$ cat src/rtl/spi_master_ctrl_pkg.sv
// Shared types and defaults for the SPI master sequencer.
package spi_master_ctrl_pkg;

  typedef enum logic [2:0] {
    IDLE,
    SETUP,
    LOW,
    HIGH,
    HOLD
  } spi_state_t;

  localparam int SPI_CLK_DIV_DEF  = 50;
  localparam int SPI_CS_SETUP_DEF = 10;
  localparam int SPI_BITS         = 8;

endpackage

$ cat src/rtl/spi_phase_cnt.sv
// Phase timer: load with a length L, expire is high on the L-th cycle after the load.
// One-cycle registered latency from load; no backpressure.
module spi_phase_cnt #(
  parameter int W = 8
) (
  input  logic         clk,
  input  logic         reset_n,
  input  logic         load,
  input  logic [W-1:0] load_val,
  output logic         expire
);

  logic [W-1:0] cnt_q;
  logic [W-1:0] cnt_d;

  always_comb begin
    cnt_d = cnt_q;
    if (load) begin
      cnt_d = load_val - W'(1);
    end else if (cnt_q != '0) begin
      cnt_d = cnt_q - W'(1);
    end
  end

  always_ff @(posedge clk) begin
    if (!reset_n) begin
      cnt_q <= '0;
    end else begin
      cnt_q <= cnt_d;
    end
  end

  assign expire = (cnt_q == '0);

endmodule

$ cat src/rtl/spi_master_ctrl.sv
// SPI mode-0 byte sequencer: start strobe in, busy/done/ovr status out; all outputs registered.
// Starts while busy are dropped and flagged on ovr. SPI_MASTER_CTRL_LOOPBACK_EN adds a loopback port.
module spi_master_ctrl
  import spi_master_ctrl_pkg::*;
#(
  parameter int CLK_DIV      = SPI_CLK_DIV_DEF,
  parameter int CS_SETUP_CYC = SPI_CS_SETUP_DEF
) (
  input  logic       clk,
  input  logic       reset_n,
  input  logic [7:0] wr_data,
  input  logic       wr_stb,
  input  logic       cs_hold,
  input  logic       cs_release,
  output logic [7:0] rd_data,
  output logic       busy,
  output logic       done,
  output logic       ovr,
  output logic       spi_cs,
  output logic       spi_clk,
  output logic       spi_sdi,
  input  logic       spi_sdo
`ifdef SPI_MASTER_CTRL_LOOPBACK_EN
  ,
  input  logic       loopback
`endif
);

  localparam int MAX_PHASE = (CLK_DIV > CS_SETUP_CYC) ? CLK_DIV : CS_SETUP_CYC;
  localparam int CNT_W     = $clog2(MAX_PHASE + 1);
  localparam logic [2:0] LAST_BIT = 3'(SPI_BITS - 1);

  spi_state_t          state_q, state_d;
  logic [SPI_BITS-1:0] shreg_q, shreg_d;
  logic [7:0]          rd_data_q, rd_data_d;
  logic [2:0]          bit_cnt_q, bit_cnt_d;
  logic                busy_q, busy_d;
  logic                done_q, done_d;
  logic                ovr_q, ovr_d;
  logic                cs_q, cs_d;
  logic                sclk_q, sclk_d;
  logic                sdi_q, sdi_d;
  logic                hold_q, hold_d;

  logic                ph_load;
  logic [CNT_W-1:0]    ph_len;
  logic                ph_expire;
  logic                lb;
  logic                sample_bit;

`ifdef SPI_MASTER_CTRL_LOOPBACK_EN
  assign lb = loopback;
`else
  assign lb = 1'b0;
`endif

  assign sample_bit = lb ? sdi_q : spi_sdo;

  spi_phase_cnt #(.W(CNT_W)) u_phase_cnt (
    .clk      (clk),
    .reset_n  (reset_n),
    .load     (ph_load),
    .load_val (ph_len),
    .expire   (ph_expire)
  );

  always_comb begin
    state_d   = state_q;
    shreg_d   = shreg_q;
    rd_data_d = rd_data_q;
    bit_cnt_d = bit_cnt_q;
    busy_d    = busy_q;
    done_d    = 1'b0;
    ovr_d     = 1'b0;
    cs_d      = cs_q;
    sclk_d    = sclk_q;
    sdi_d     = sdi_q;
    hold_d    = hold_q;
    ph_load   = 1'b0;
    ph_len    = CNT_W'(CLK_DIV);

    unique case (state_q)
      IDLE: begin
        // A start beats a same-cycle release, so a held CS skips SETUP.
        if (wr_stb) begin
          shreg_d   = wr_data;
          sdi_d     = wr_data[7];
          busy_d    = 1'b1;
          hold_d    = cs_hold;
          bit_cnt_d = '0;
          ph_load   = 1'b1;
          if (cs_q) begin
            cs_d    = 1'b0;
            ph_len  = CNT_W'(CS_SETUP_CYC);
            state_d = SETUP;
          end else begin
            state_d = LOW;
          end
        end else if (cs_release) begin
          cs_d = 1'b1;
        end
      end
      SETUP, LOW: begin
        if (ph_expire) begin
          state_d = HIGH;
          sclk_d  = 1'b1;
          shreg_d = {shreg_q[SPI_BITS-2:0], sample_bit};
          ph_load = 1'b1;
        end
      end
      HIGH: begin
        if (ph_expire) begin
          sclk_d  = 1'b0;
          ph_load = 1'b1;
          if (bit_cnt_q < LAST_BIT) begin
            state_d   = LOW;
            sdi_d     = shreg_q[SPI_BITS-1];
            bit_cnt_d = bit_cnt_q + 3'd1;
          end else begin
            state_d = HOLD;
          end
        end
      end
      HOLD: begin
        if (ph_expire) begin
          state_d   = IDLE;
          busy_d    = 1'b0;
          done_d    = 1'b1;
          rd_data_d = shreg_q;
          if (!hold_q) begin
            cs_d = 1'b1;
          end
        end
      end
      default: state_d = IDLE;
    endcase

    if (state_q != IDLE && wr_stb) begin
      ovr_d = 1'b1;
    end
  end

  always_ff @(posedge clk) begin
    if (!reset_n) begin
      state_q   <= IDLE;
      shreg_q   <= '0;
      rd_data_q <= '0;
      bit_cnt_q <= '0;
      busy_q    <= 1'b0;
      done_q    <= 1'b0;
      ovr_q     <= 1'b0;
      cs_q      <= 1'b1;
      sclk_q    <= 1'b0;
      sdi_q     <= 1'b0;
      hold_q    <= 1'b0;
    end else begin
      state_q   <= state_d;
      shreg_q   <= shreg_d;
      rd_data_q <= rd_data_d;
      bit_cnt_q <= bit_cnt_d;
      busy_q    <= busy_d;
      done_q    <= done_d;
      ovr_q     <= ovr_d;
      cs_q      <= cs_d;
      sclk_q    <= sclk_d;
      sdi_q     <= sdi_d;
      hold_q    <= hold_d;
    end
  end

`ifdef SPI_MASTER_CTRL_LOOPBACK_EN
  // Pin-side CS is masked in loopback while cs_q keeps tracking the real protocol state.
  logic cs_pin_q, cs_pin_d;

  assign cs_pin_d = cs_d | lb;

  always_ff @(posedge clk) begin
    if (!reset_n) begin
      cs_pin_q <= 1'b1;
    end else begin
      cs_pin_q <= cs_pin_d;
    end
  end

  assign spi_cs = cs_pin_q;
`else
  assign spi_cs = cs_q;
`endif

  assign rd_data = rd_data_q;
  assign busy    = busy_q;
  assign done    = done_q;
  assign ovr     = ovr_q;
  assign spi_clk = sclk_q;
  assign spi_sdi = sdi_q;

endmodule

$ cat config.mk
export PLATFORM = sky130hd
export DESIGN_NAME = spi_master_ctrl
export DESIGN_NICKNAME = d
export VERILOG_FILES = /design/src/rtl/spi_master_ctrl_pkg.sv /design/src/rtl/spi_phase_cnt.sv /design/src/rtl/spi_master_ctrl.sv
export SDC_FILE = /design/constraint.sdc
export NUM_CORES = 1
export LEC_CHECK = 0
export ABC_AREA = 0
export CORE_MARGIN = 10
export CORE_UTILIZATION = 46
export CTS_BUF_LIST = sky130_fd_sc_hd__clkbuf_8 sky130_fd_sc_hd__clkbuf_16
export CTS_CLUSTER_SIZE = 24
export DETAILED_ROUTE_END_ITERATION = 10
export PLACE_DENSITY = 0.71
export SLEW_MARGIN = 15
export SYNTH_ARGS = -nofsm -noshare
export SYNTH_HDL_FRONTEND = slang
export SYNTH_SLANG_ARGS = --single-unit
$ cat constraint.sdc
create_clock -name clk -period 1.95 [get_ports clk]
set_input_delay 0.2925 -clock clk [delete_from_list [all_inputs] [get_ports clk]]
set_output_delay 0.2925 -clock clk [all_outputs]
set_load 0.02 [all_outputs]
==> results of run 1 <==
-- power breakdown --
group,switching [uW],internal [uW]
clock,262,321
sequential,113,857
combinational,603,569
total,978,1750
-- stage by stage --
step	power (uW)	hold WS, ns	util (%)	TNS [ns]	area [um2]
after floorplan	1690	0.369	-	0	1620
after global placement	2040	0.460	61.2	-0.362	2060
after detailed placement	2090	0.456	61.2	-0.570	2060
after CTS	2720	0.467	64.8	0	2180
after global routing	2920	0.496	65.0	-0.0904	2190
final	2720	0.467	65.0	0	2190
-- worst max path at each step --
| stage | slack, ns | end | cells after the start |
|---|---|---|---|
| after floorplan | 0.02 | u_phase_cnt.cnt_q[4] | 9 |
| after global placement | -0.14 | u_phase_cnt.cnt_q[3] | 6 |
| after detailed placement | -0.21 | u_phase_cnt.cnt_q[3] | 6 |
| after CTS | 0.002 | u_phase_cnt.cnt_q[4] | 9 |
| after global routing | -0.09 | u_phase_cnt.cnt_q[4] | 9 |
| final | 0.01 | u_phase_cnt.cnt_q[4] | 9 |
-- routing by layer --
layer / vias up / wire (um) / part of all wire, %
met5: - / 0 / 0
met2: 43 / 1990 / 52
met1: 695 / 1600 / 42
li1: 730 / - / -
met3: 6 / 219 / 5.7
met4: 0 / 40 / 1.0
-- layout make-up --
| cell class | instances | area [um2] |
|---|---|---|
| clock buffer | 7 | 96.3 |
| clock inverter | 1 | 7.51 |
| fill | 307 | 1180 |
| inverter | 3 | 11.3 |
| multi-input combinational | 133 | 870 |
| sequential | 35 | 701 |
| tap | 46 | 57.6 |
| timing repair buffer | 50 | 443 |
-- cell families after synthesis --
family | Yosys count | share of synthesized area (%)
AO/OA/AOI/OAI | 35 | 15.1
XOR/XNOR | 4 | 2.17
adder cells (fa/ha/maj) | 2 | 1.55
buffers and inverters | 10 | 4.50
flip-flops | 35 | 43.5
multiplexers | 16 | 9.94
AND/OR/NAND/NOR | 76 | 23.2
-- Yosys cell counts (2+ instances only) --
library cell | instances | share of area, %
buf_6 | 4 | 2.8
mux2i_1 | 16 | 9.9
nor2_1 | 31 | 7.2
and3_1 | 2 | 0.78
ha_1 | 2 | 1.6
and2_1 | 2 | 0.78
nor3_1 | 6 | 1.9
o21a_1 | 2 | 0.93
or2_2 | 3 | 1.2
a21oi_1 | 9 | 2.8
dfxtp_1 | 35 | 43
nand2_1 | 14 | 3.3
xor2_1 | 3 | 1.6
nand3_1 | 7 | 2.2
inv_1 | 3 | 0.70
clkbuf_1 | 2 | 0.47
a211oi_1 | 8 | 3.7
o21ai_0 | 4 | 1.2
-- worst reg2reg max path: cells and delay by family, from the launching register on --
family                     cells  cell delay (ns)
and+or+nand+nor                5             0.89
AOI/OAI and AO/OA              3             0.43
adders and majority gates      1             0.19
DFF                            1             0.31
-- what timing repair did --
| action | 4_1_cts | 5_1_grt |
|---|---|---|
| pin swaps | 3 | 1 |
| endpoints found under the hold margin | 0 | 0 |
| resized for setup | 4 | 2 |
| setup endpoints to repair | 1 | 11 |
-- sequential cells by signal, summed over array words and instances (netlist names) --
name,cells
state_q,3
u_phase_cnt.cnt_q,6
spi_sdi,1
hold_q,1
done,1
bit_cnt_q,3
busy,1
ovr,1
rd_data,8
spi_clk,1
shreg_q,8
spi_cs,1
==> results.toml, run 1 <==
[power]
ir_worst_vdd_v = 0.000693
cellPowerDensity_mw_per_mm2 = 1250
p_leak_uw = 0.000922

[job]
cap_violations = 0

[critical_path]
path_cells = "or4_4 -> o21ai_4 -> and2_4 -> nor2_1 -> ha_2 -> o221ai_2 -> nor3_1 -> o211ai_1 -> nand2_1"
worstPathRequired_ns = 2.13
reg2reg_depth = 9
r2r_end = "u_phase_cnt.cnt_q[4]"
worstPathMaxFanout = 3
cp_slowest_cell = "or4_4"
arrival_ns = 2.12
r2r_setup_slack_ns = 0.01
worstSetupStartpoint = "u_phase_cnt.cnt_q[0]"
cpPeakStageDelay_ns = 0.55
worstSetupPathType = "register to register"
timing.rr.start = "u_phase_cnt.cnt_q[0]"
critPathLaunchType = "register"
critPathCaptureType = "register"
crit_family = "simple AND/OR/NAND/NOR gates"
worst-path-buf-inv = 0

[placed_design]
dpl.hpwl_um = 2960
placedCellCount = 267
pre_cts_ws_ns = -0.209
io_buffers = 27
routabilityCongestion = 0.876

[timing]
hold_viol_final = 0
post-route-period-util_pct = 99.2
min_period_ns = 1.94
relSlewSlack_pct = 71.5
tightest_slew_ns = 0.416
maxSlewViolCount = 0
setup_slack_ns = 0.0147
setup_viol = 0
skew_ns = 0.00600
fmax_mhz = 517
rsz0062_at_grt = "true"

[layout]
antennaDiodeCount = 0
drive_gt1_share_pct = 20.5
final_cells = 275
layout_common_cells = "dfxtp_1, nor2_1, clkdlybuf4s50_1"
area_growth_pct = 35.6
fin_nets = 244
layout_commonest_cell = "dfxtp_1"

[grt]
grt_util_all_layers_pct = 12.8
use_met2_pct = 22.0
grt_pass1_wl_um = 6530
grt-busiest-layer = "met2"
gr-total-overflow = 0
antenna_found_initial = 0
grt_pass1_vias = 1468
grt_max_degree = 24
use_met1_pct = 14.1
grt.met3_usage_pct = 4.84

[worst_hold_path]
worstHoldEndpoint = "hold_q"
worst_hold_path_type = "register to register"
min_from = "hold_q"
hold_depth = 2

[clock_network]
htree_levels = 2
ctsRootBufferMaster = "clkbuf_8"
clk_pin_slew_worst_paths_ns = 0.07
cts_buffers = 5
cts_num_sinks = 35
cts_tree = "done"
post-cts-setup-buffers = 0
hold_buffers = 0
clockBufferDepth = 2
clkLatencyLatePin_ns = 0.29

[route]
antenna_left = 0
drtIter0Drc = 80
routed_wl_um = 3850
vias = 1474
drc_errors = 0
first_pass_iters = 4
avgRoutedWirePerCell_um = 14.0
vias_per_cell = 5.36

[die]
num_rows = 21
core-area_mm2 = 0.00336
initial_utilization_pct = 47.9
fp.dieW_um = 79.2
die_area_mm2 = 0.00627
ios = 28
die_h_um = 79.2

[synth]
synthArstFlopShare_pct = 0
synth_fp_nets = 194
netlist_area_mm2 = 0.00161
synth-seq-area-share_pct = 43.5
ys_types = 43
syn-instance-count = 178
synth_seq_cells = 35
synth_edf_count = 0
yosys_warnings = 0
ys_dominant_reg_cell = "dfxtp_1"
avgSynthCellArea_um2 = 9.05

[outcome]
outcome = "finished, final reports clean"
No activity file was read; power rests on OpenSTA's default activity.
==> run 2, diff against run 1 <==
- CORE_UTILIZATION: 46 -> 35
- PLACE_DENSITY: 0.71 -> 0.56
==> run 2 against run 1 <==
Net effect: clock power up 14%; first-iteration DRC count decreased by 24%; global-route usage decreased by 2.3 points; critical path depth is the same; flip-flop and latch count unchanged; sequential power is 0.6% higher; fmax increased by 0.69%; total power up 5.9%; register-to-register slack about the same; critical path type unchanged; critical endpoint unchanged; largest cell class unchanged; largest power group unchanged; highest routed layer unchanged.
==> results.toml, run 2 (synthesized netlist as in run 1, its figures left out) <==
[outcome]
outcome = "finished, final reports clean"

[layout]
drive_gt1_share_pct = 23.0
utilization_pct = 51.0
final_cells = 282
layout_common_cells = "dfxtp_1, nor2_1, clkdlybuf4s50_1"
fin_nets = 245
area_growth_pct = 39.6
fin_area_mm2 = 0.00225
layout_commonest_cell = "dfxtp_1"
antennaDiodeCount = 0

[clock_network]
cts_buffers = 5
ctsRootBufferMaster = "clkbuf_8"
htree_levels = 2
clk_pin_slew_worst_paths_ns = 0.08
cts_tree = "done"
cts_num_sinks = 35
clkLatencyLatePin_ns = 0.29
clockBufferDepth = 2
hold_buffers = 0

[route]
first_pass_iters = 4
vias_per_cell = 5.13
drtIter0Drc = 61
vias = 1446
avgRoutedWirePerCell_um = 14.6
drc_errors = 0
antenna_left = 0
routed_wl_um = 4110

[critical_path]
critPathLaunchType = "register"
arrival_ns = 2.10
r2r_setup_slack_ns = 0.03
critPathCaptureType = "register"
worstSetupPathType = "register to register"
worstPathMaxFanout = 3
worstPathRequired_ns = 2.13

[grt]
use_met2_pct = 17.3
grt_util_all_layers_pct = 10.5
grt_pass1_wl_um = 6520
grt.met3_usage_pct = 3.25
antenna_found_initial = 0
use_met1_pct = 12.5
grt_pass1_vias = 1432
grt-busiest-layer = "met2"
gr-total-overflow = 0
grt_max_degree = 17

[timing]
min_period_ns = 1.92
post-route-period-util_pct = 98.6
hold_viol_final = 0
finalSetupTns_ns = 0
skew_ns = 0.00420
maxSlewViolCount = 0
tightest_slew_ns = 0.491
hold_slack_ns = 0.476
rsz0062_at_grt = "true"
fmax_mhz = 520
relSlewSlack_pct = 66.9
setup_viol = 0

[die]
core-area_mm2 = 0.00441
fp.dieW_um = 87.9
initial_utilization_pct = 36.5
ios = 28
num_rows = 24
die_h_um = 87.9
die_area_mm2 = 0.00772

[placed_design]
io_buffers = 27
placedCellCount = 273
dpl.hpwl_um = 3000
routabilityCongestion = 0.850
placedInstanceArea_mm2 = 0.00206

[power]
ir_worst_vdd_v = 0.000661
p_leak_uw = 0.000940
cellPowerDensity_mw_per_mm2 = 1280

[worst_hold_path]
worst_hold_path_type = "register to register"

[job]
cap_violations = 0
run 2: cell types whose count changed in the layout (fill, tap and decap cells not counted), sizes merged:
cell / previous run / this run
buf: 23 / 24
clkinvlp: 1 / 0
clkinv: 0 / 2
bufinv: 0 / 1
clkbuf: 7 / 5
run 2: per-stage QoR:
stage	power (uW)	setup WS, ns
after floorplan	1690	0.0182
after global placement	2050	-0.127
after detailed placement	2080	-0.144
after CTS	2790	0.00739
after global routing	3070	-0.105
final	2880	0.0279
run 2: final timing paths:
path / from / depth (start not counted) / end
hold reg to reg: hold_q / 2 / hold_q
setup / recovery: u_phase_cnt.cnt_q[2] / 9 / u_phase_cnt.cnt_q[4]
hold / removal: hold_q / 2 / hold_q
setup reg to reg: u_phase_cnt.cnt_q[2] / 9 / u_phase_cnt.cnt_q[4]
run 2: report_power, final:
group / total (uW) / internal (uW) / switching (uW)
clock network: 662 / 381 / 281
logic: 1250 / 609 / 637
registers: 976 / 858 / 118
total: 2880 / 1850 / 1040
run 2: repair_timing:
| action | in CTS | in global routing |
|---|---|---|
| gates resized for setup | 4 | 8 |
| setup buffers | 0 | 1 |
| pin swaps | 2 | 6 |
| gates cloned | 0 | 0 |
| setup endpoints to repair | 2 | 8 |
run 2: area by class of cell:
class                      count  area (um2)
clock inverter                 3        43.8
tap                           52        65.1
timing repair buffer          51         450
clock buffer                   5        68.8
fill                         404        2160
inverter                       3        11.3
multi-input combinational    133         908
sequential                    35         702
run 2: critical path, cell delays in order (launching register included):
cell and delay [ns]:
dfxtp_2 0.32, or4_4 0.55, o21ai_4 0.17, and2_4 0.17, nor2_2 0.05, ha_4 0.17, o221ai_4 0.07, nor3_2 0.07
o211ai_1 0.19, nand2_1 0.07
run 2: per-layer routing:
metal  share of wire, %  vias up
met5                  0        -
met4                1.7        0
met3                5.4        7
met2                 48       35
met1                 45      666
li1                   -      738
